`src/rtl/fir_parallel_l2_ffa.sv`:
```
// fir_parallel_l2_ffa: 2-parallel fast-FIR (L=2) filter built from three half-length subfilters H0, H1, H0+H1.
// Define FIR_PARALLEL_ROUND_SAT_EN to round, shift by OUT_SHIFT and saturate the outputs; otherwise they wrap.
`timescale 1ns/1ps
module fir_parallel_l2_ffa #(
   parameter int DATA_IN_WIDTH = 16,
   parameter int DATA_OUT_WIDTH = 64,
   parameter int TAP_WIDTH = 32,
   parameter int TAP_COUNT = 51,
   parameter logic signed [TAP_WIDTH-1:0] TAPS [0:TAP_COUNT-1] = '{0: TAP_WIDTH'(1), default: '0},
   parameter int OUT_SHIFT = 0
) (
   input  logic                             clk,
   input  logic                             reset_n,
   input  logic                             in_valid,
   input  logic signed [DATA_IN_WIDTH-1:0]  in_data0,
   input  logic signed [DATA_IN_WIDTH-1:0]  in_data1,
   input  logic                             in_clear,
   output logic                             out_valid,
   output logic signed [DATA_OUT_WIDTH-1:0] out_data0,
   output logic signed [DATA_OUT_WIDTH-1:0] out_data1
);
   localparam int M = (TAP_COUNT + 1) / 2;
   localparam int XS_W = DATA_IN_WIDTH + 1;
   localparam int ACC_W = DATA_IN_WIDTH + TAP_WIDTH + 2 + $clog2(M);
   localparam int EXT_W = ACC_W > DATA_OUT_WIDTH ? ACC_W : DATA_OUT_WIDTH;

   logic signed [DATA_IN_WIDTH-1:0] x0_h [0:M-1];
   logic signed [DATA_IN_WIDTH-1:0] x1_h [0:M-1];
   logic signed [XS_W-1:0] xs_h [0:M-1];
   logic signed [ACC_W-1:0] pa [0:M-1];
   logic signed [ACC_W-1:0] pb [0:M-1];
   logic signed [ACC_W-1:0] pc [0:M-1];
   logic signed [ACC_W-1:0] sum_a, sum_b, sum_c;
   logic signed [ACC_W-1:0] a_q, b_q, c_q, bp_q;
   logic signed [EXT_W-1:0] y0, y1;
   logic v1, v2;

`ifdef FIR_PARALLEL_ROUND_SAT_EN
   localparam int R_W = EXT_W + 1;
   localparam logic signed [R_W-1:0] RND = OUT_SHIFT > 0 ? R_W'(1) <<< (OUT_SHIFT > 0 ? OUT_SHIFT - 1 : 0) : '0;
   localparam logic signed [R_W-1:0] MAXV = {{(R_W-DATA_OUT_WIDTH+1){1'b0}}, {(DATA_OUT_WIDTH-1){1'b1}}};
   localparam logic signed [R_W-1:0] MINV = ~MAXV;

   function automatic logic signed [DATA_OUT_WIDTH-1:0] fmt(input logic signed [EXT_W-1:0] y);
      logic signed [R_W-1:0] r;
      r = (R_W'(y) + RND) >>> OUT_SHIFT;
      return r > MAXV ? MAXV[DATA_OUT_WIDTH-1:0] : (r < MINV ? MINV[DATA_OUT_WIDTH-1:0] : r[DATA_OUT_WIDTH-1:0]);
   endfunction
`else
   function automatic logic signed [DATA_OUT_WIDTH-1:0] fmt(input logic signed [EXT_W-1:0] y);
      return y[DATA_OUT_WIDTH-1:0];
   endfunction
`endif

   // per-tap products; odd TAP_COUNT pads H1 with a zero tap (the modulo only keeps the unused index in range)
   for (genvar j = 0; j < M; j++) begin : g_tap
      localparam logic signed [TAP_WIDTH-1:0] H0 = TAPS[2*j];
      localparam logic signed [TAP_WIDTH-1:0] H1 = (2*j+1 < TAP_COUNT) ? TAPS[(2*j+1) % TAP_COUNT] : '0;
      localparam logic signed [TAP_WIDTH:0] HS = (TAP_WIDTH+1)'(H0) + (TAP_WIDTH+1)'(H1);
      assign pa[j] = ACC_W'(H0) * ACC_W'(x0_h[j]);
      assign pb[j] = ACC_W'(H1) * ACC_W'(x1_h[j]);
      assign pc[j] = ACC_W'(HS) * ACC_W'(xs_h[j]);
   end

   // subfilter sums over the block-indexed delay lines
   always_comb begin
      sum_a = '0;
      sum_b = '0;
      sum_c = '0;
      for (int i = 0; i < M; i++) begin
         sum_a = sum_a + pa[i];
         sum_b = sum_b + pb[i];
         sum_c = sum_c + pc[i];
      end
   end

   // S1: input registers double as the head of each delay line; shift only on accepted blocks
   always_ff @(posedge clk or negedge reset_n) begin
      if (!reset_n) begin
         v1 <= 1'b0;
         for (int i = 0; i < M; i++) begin
            x0_h[i] <= '0;
            x1_h[i] <= '0;
            xs_h[i] <= '0;
         end
      end else if (in_clear) begin
         v1 <= 1'b0;
         for (int i = 0; i < M; i++) begin
            x0_h[i] <= '0;
            x1_h[i] <= '0;
            xs_h[i] <= '0;
         end
      end else begin
         v1 <= in_valid;
         if (in_valid) begin
            x0_h[0] <= in_data0;
            x1_h[0] <= in_data1;
            xs_h[0] <= XS_W'(in_data0) + XS_W'(in_data1);
            for (int i = 1; i < M; i++) begin
               x0_h[i] <= x0_h[i-1];
               x1_h[i] <= x1_h[i-1];
               xs_h[i] <= xs_h[i-1];
            end
         end
      end
   end

   // S2: capture A, B, C of the current block and keep B of the previous block
   always_ff @(posedge clk or negedge reset_n) begin
      if (!reset_n) begin
         v2 <= 1'b0;
         a_q <= '0;
         b_q <= '0;
         c_q <= '0;
         bp_q <= '0;
      end else if (in_clear) begin
         v2 <= 1'b0;
         a_q <= '0;
         b_q <= '0;
         c_q <= '0;
         bp_q <= '0;
      end else begin
         v2 <= v1;
         if (v1) begin
            a_q <= sum_a;
            b_q <= sum_b;
            c_q <= sum_c;
            bp_q <= b_q;
         end
      end
   end

   assign y0 = EXT_W'(a_q) + EXT_W'(bp_q);
   assign y1 = EXT_W'(c_q) - EXT_W'(a_q) - EXT_W'(b_q);

   // S3: post-add and output format; data holds between valid pulses
   always_ff @(posedge clk or negedge reset_n) begin
      if (!reset_n) begin
         out_valid <= 1'b0;
         out_data0 <= '0;
         out_data1 <= '0;
      end else begin
         out_valid <= v2 & ~in_clear;
         if (v2 & ~in_clear) begin
            out_data0 <= fmt(y0);
            out_data1 <= fmt(y1);
         end
      end
   end
endmodule

```
`config.mk`:
```
export PLATFORM = sky130hd
export DESIGN_NAME = fir_parallel_l2_ffa
export DESIGN_NICKNAME = d
export VERILOG_FILES = /design/src/rtl/fir_parallel_l2_ffa.sv
export SDC_FILE = /design/constraint.sdc
export NUM_CORES = 1
export LEC_CHECK = 0
export BUFFER_PORTS_ARGS = -buffer_cell sky130_fd_sc_hd__buf_2
export CAP_MARGIN = 40
export CORE_ASPECT_RATIO = 1.2
export CORE_UTILIZATION = 48
export CTS_BUF_LIST = sky130_fd_sc_hd__clkbuf_8
export CTS_CLUSTER_SIZE = 25
export DETAILED_ROUTE_END_ITERATION = 8
export HOLD_SLACK_MARGIN = 0.06
export PLACE_DENSITY_LB_ADDON = 0.1
export SLEW_MARGIN = 20
export SYNTH_ARGS = -nofsm -noshare
export SYNTH_HDL_FRONTEND = slang
export SYNTH_SLANG_ARGS = --single-unit
```
`constraint.sdc`:
```
create_clock -name clk -period 3.46 [get_ports clk]
set_input_delay 0.519 -clock clk [delete_from_list [all_inputs] [get_ports clk]]
set_output_delay 0.519 -clock clk [all_outputs]
set_load 0.01 [all_outputs]
```
==> Flow_metrics.wiki <==
{| class="wikitable"
! Metric !! Value
|-
| TritonCTS clock tree || done
|-
| Async SR Flop Fraction || 1.000
|-
| Filler cell count in the final layout || 1496
|-
| Data required time of the worst path || 3.79 ns
|-
| Sort of element at the start of the critical path || flop
|-
| Number of buffers between clock root and the deepest sink || 2
|-
| Via density || 5.084
|-
| Antenna-violating nets left || 0
|-
| TritonCTS sink count || 142
|-
| Core Footprint || 15770 um2
|-
| Synth Cell Area || 7825 um2
|-
| Largest voltage drop on the vdd net || 0.2528 mV
|-
| Maximum number of pins on one net before global-route repair || 79
|-
| Number of nets in the final layout || 1029
|-
| Fraction of the yosys area taken by sequential cells || 0.4541
|-
| Port bufs || 164
|-
| Measured slew at the worst slew-check pin || 0.6949 ns
|-
| Hpwl dp || 12720 um
|-
| Dominant synthesized flop cell || sky130_fd_sc_hd__dfrtp_1
|-
| Flops & latches, synth || 142
|-
| Status || complete, no violations
|-
| Post-CTS setup repair buffer count || 0
|-
| Number of buffers and inverters on the critical path || 1
|-
| Router iterations before antenna repair || 4
|-
| Initial antenna violation count || 0
|-
| Mean routed wirelength per cell || 14.58 um
|-
| Final core occ || 0.5598
|-
| Starting density of the core || 0.4963
|-
| Max-cap violation count || 0
|-
| Overall track demand over capacity in global routing || 0.2035
|-
| Std cell rows || 50
|-
| First DRT Iteration DRCs || 261
|-
| Highest clock rate || 0.3494 GHz
|-
| CP max stage cell || sky130_fd_sc_hd__ha_1
|-
| Arrival time of the worst setup path || 3.19 ns
|-
| Root Buffer Master || sky130_fd_sc_hd__clkbuf_8
|-
| Nature of the critical path endpoint || flop
|-
| Leakage dissipation || 4.734 nW
|-
| Setup CP Type || flop to flop
|-
| Commonest cells in the synthesized netlist || 142 x sky130_fd_sc_hd__dfrtp_1, 115 x sky130_fd_sc_hd__nand2_1, 108 x sky130_fd_sc_hd__nor2_1
|-
| RSZ-0062 raised after global routing || no
|-
| Net count after synthesis || 922
|-
| Setup Total Neg Slack || 0 ns
|-
| Die area || 16820 um2
|-
| Yosys synthesis warning count || 0
|-
| Dominant cell by count in the synthesized netlist || sky130_fd_sc_hd__dfrtp_1
|-
| Final Routed Wirelength || 16870 um
|-
| Slew Viols, Final || 0
|-
| # DRC || 0
|-
| Final count of hold timing violations || 0
|-
| Largest area contributor in the netlist || sky130_fd_sc_hd__dfrtp_1
|-
| Clock transition at path regs || 0.09 ns
|-
| Die X || 118.6 um
|-
| Placed standard-cell area || 8454 um2
|-
| Gate Count Post-Synth || 829
|-
| Global-route wire length before repair || 27240 um
|-
| Power density over the cells || 528.0 nW/um2
|-
| H-tree Lvls || 4
|-
| Total clock buffers created by CTS || 17
|-
| Number of top-level pins || 165
|-
| Distinct cells, synth || 56
|-
| Cell types with the largest area share after synthesis || sky130_fd_sc_hd__dfrtp_1 45%, sky130_fd_sc_hd__ha_1 8.8%, sky130_fd_sc_hd__mux2i_1 7.3%, sky130_fd_sc_hd__nand2_1 5.5%, sky130_fd_sc_hd__buf_4 5.3%
|-
| Path category of the worst min-delay check || input pin to flop
|-
| Stage delay of the slowest cell on the critical path || 0.42 ns
|-
| Finished layout cell area || 8825 um2
|-
| Post-synthesis average cell area || 9.439 um2
|-
| Slew HR || 0.5367
|-
| Ratio of cells with drive above 1 in the final layout || 0.2371
|-
| Number of global-route vias before repair || 5630
|-
| Setup-failing EPs final || 0
|-
| Largest fanout of any net on the critical path || 8
|-
| Area share of the largest cell type after synthesis || 0.4541
|-
| Area Growth Syn to Fin || 12.78%
|-
| Clock network latency to the later pin of the worst-skew pair || 0.44 ns
|-
| Power Total || 4.659 mW
|-
| Number of synthesized flops with an enable pin || 0
|-
| Portion of the clock cycle consumed by the worst path in the final layout || 0.8272
|-
| RePlAce Congestion || 0.8423
|-
| Vias after detailed routing || 5882
|-
| Global-route congestion overflow total || 0
|-
| Die height || 141.9 um
|-
| Category of cells accounting for the largest share of critical-path delay || compound AO/OA/AOI/OAI gates
|-
| Diodes inserted || 0
|-
| Final clock skew || 0.01463 ns
|-
| Cells along the critical path || ha_1 > inv_1 > ha_1 > a21oi_2 > o21ai_0 > a221o_1 > o21ai_2 > nand2_1 > ha_1 > nand2_1 > nand2_1
|-
| Time the worst path needs with I/O delays and setup || 2.862 ns
|}
worst reg2reg max path, stage by stage (launching register included):
cell and delay [ns]:
sky130_fd_sc_hd__dfrtp_1 0.41, sky130_fd_sc_hd__ha_1 0.30, sky130_fd_sc_hd__inv_1 0.04, sky130_fd_sc_hd__ha_1 0.42, sky130_fd_sc_hd__a21oi_2 0.25, sky130_fd_sc_hd__o21ai_0 0.15, sky130_fd_sc_hd__a221o_1 0.38, sky130_fd_sc_hd__o21ai_2 0.28
sky130_fd_sc_hd__nand2_1 0.11, sky130_fd_sc_hd__ha_1 0.30, sky130_fd_sc_hd__nand2_1 0.06, sky130_fd_sc_hd__nand2_1 0.05
metrics by stage:
stage | std cells | hold WS [ns] | worst slack (ns)
after floorplan | 829 | 0.2234 | 0.9352
after global placement | 1123 | 0.4552 | 0.6772
after detailed placement | 1123 | 0.4580 | 0.6497
after CTS | 1156 | 0.3158 | 0.6088
after global routing | 1157 | 0.3183 | 0.4743
final | 1157 | 0.3449 | 0.5979
final timing paths:
check | from | endpoint | slack (ns) | cells past startpoint
worst max-delay path | a_q[11] | out_data1[24] | 0.60 | 11
worst min-delay path | in_data0[2] | x0_h[402] | 0.34 | 3
worst max register to register | a_q[11] | out_data1[24] | 0.60 | 11
worst min register to register | out_data0[9] | out_data0[9] | 0.47 | 2
max in group asynchronous | reset_n | v2 | 2.02 | 3
min in group asynchronous | reset_n | out_data1[36] | 0.61 | 2
per-layer routing:
layer / GRT usage / wire, um / up-vias
met1: 0.2560 / 7691 / 2784
met5: 0 / 0 / -
met2: 0.3456 / 8204 / 149
met4: 0.08594 / 361 / 0
li1: - / - / 2926
met3: 0.03577 / 617 / 23
timing repair:
action / in CTS / in global routing
gates resized for setup: 0 / 0
hold endpoints to repair: 44 / 0
hold buffers: 1 / 0
placed cells by master (no fill, tap or decap), types with 9 or more instances in the layout:
master,netlist,final
sky130_fd_sc_hd__ha_1,55,55
sky130_fd_sc_hd__a21o_1,10,10
sky130_fd_sc_hd__nand3_1,9,9
sky130_fd_sc_hd__o21ai_0,35,35
sky130_fd_sc_hd__a21oi_1,25,25
sky130_fd_sc_hd__inv_1,58,61
sky130_fd_sc_hd__dfrtp_1,142,142
sky130_fd_sc_hd__xnor2_1,14,14
sky130_fd_sc_hd__mux2i_1,57,57
sky130_fd_sc_hd__nor2_1,108,108
sky130_fd_sc_hd__buf_2,3,163
sky130_fd_sc_hd__nand2_1,115,115
sky130_fd_sc_hd__xor2_1,9,9
sky130_fd_sc_hd__clkbuf_8,0,18
sky130_fd_sc_hd__buf_4,55,9
sky130_fd_sc_hd__nor2_2,10,10
state kept, by name, indices dropped and copies added, names as in the netlist:
| name | flops |
|---|---|
| v1 | 1 |
| out_valid | 1 |
| xs_h | 17 |
| v2 | 1 |
| a_q | 16 |
| out_data1 | 57 |
| c_q | 17 |
| x0_h | 16 |
| out_data0 | 16 |
final cells by class:
type / count / area (um2) / share of cell area
Clock buffer: 18 / 247.7 / 0.02807
Inverter: 58 / 217.7 / 0.02467
Timing Repair Buffer: 176 / 939.7 / 0.1065
Tap cell: 208 / 260.3 / 0.02949
Sequential cell: 142 / 3553 / 0.4027
Multi-Input combinational cell: 541 / 3508 / 0.3976
Clock inverter: 14 / 97.59 / 0.01106
kinds of logic (layout without fill, tap and decap cells):
family / after synthesis / after routing / share of synthesized area
AND/OR/NAND/NOR: 290 / 290 / 0.1621
adder cells (fa/ha/maj): 57 / 57 / 0.09306
flip-flops: 142 / 142 / 0.4541
XOR/XNOR: 23 / 23 / 0.02574
AO/OA/AOI/OAI: 114 / 114 / 0.09418
multiplexers: 57 / 57 / 0.07291
buffers and inverters: 146 / 266 / 0.09786
power by group:
group          switching, mW  internal, mW
combinational          0.792         0.593
sequential             0.168          1.94
clock                  0.650         0.513
(Power assumes the default switching activity.)
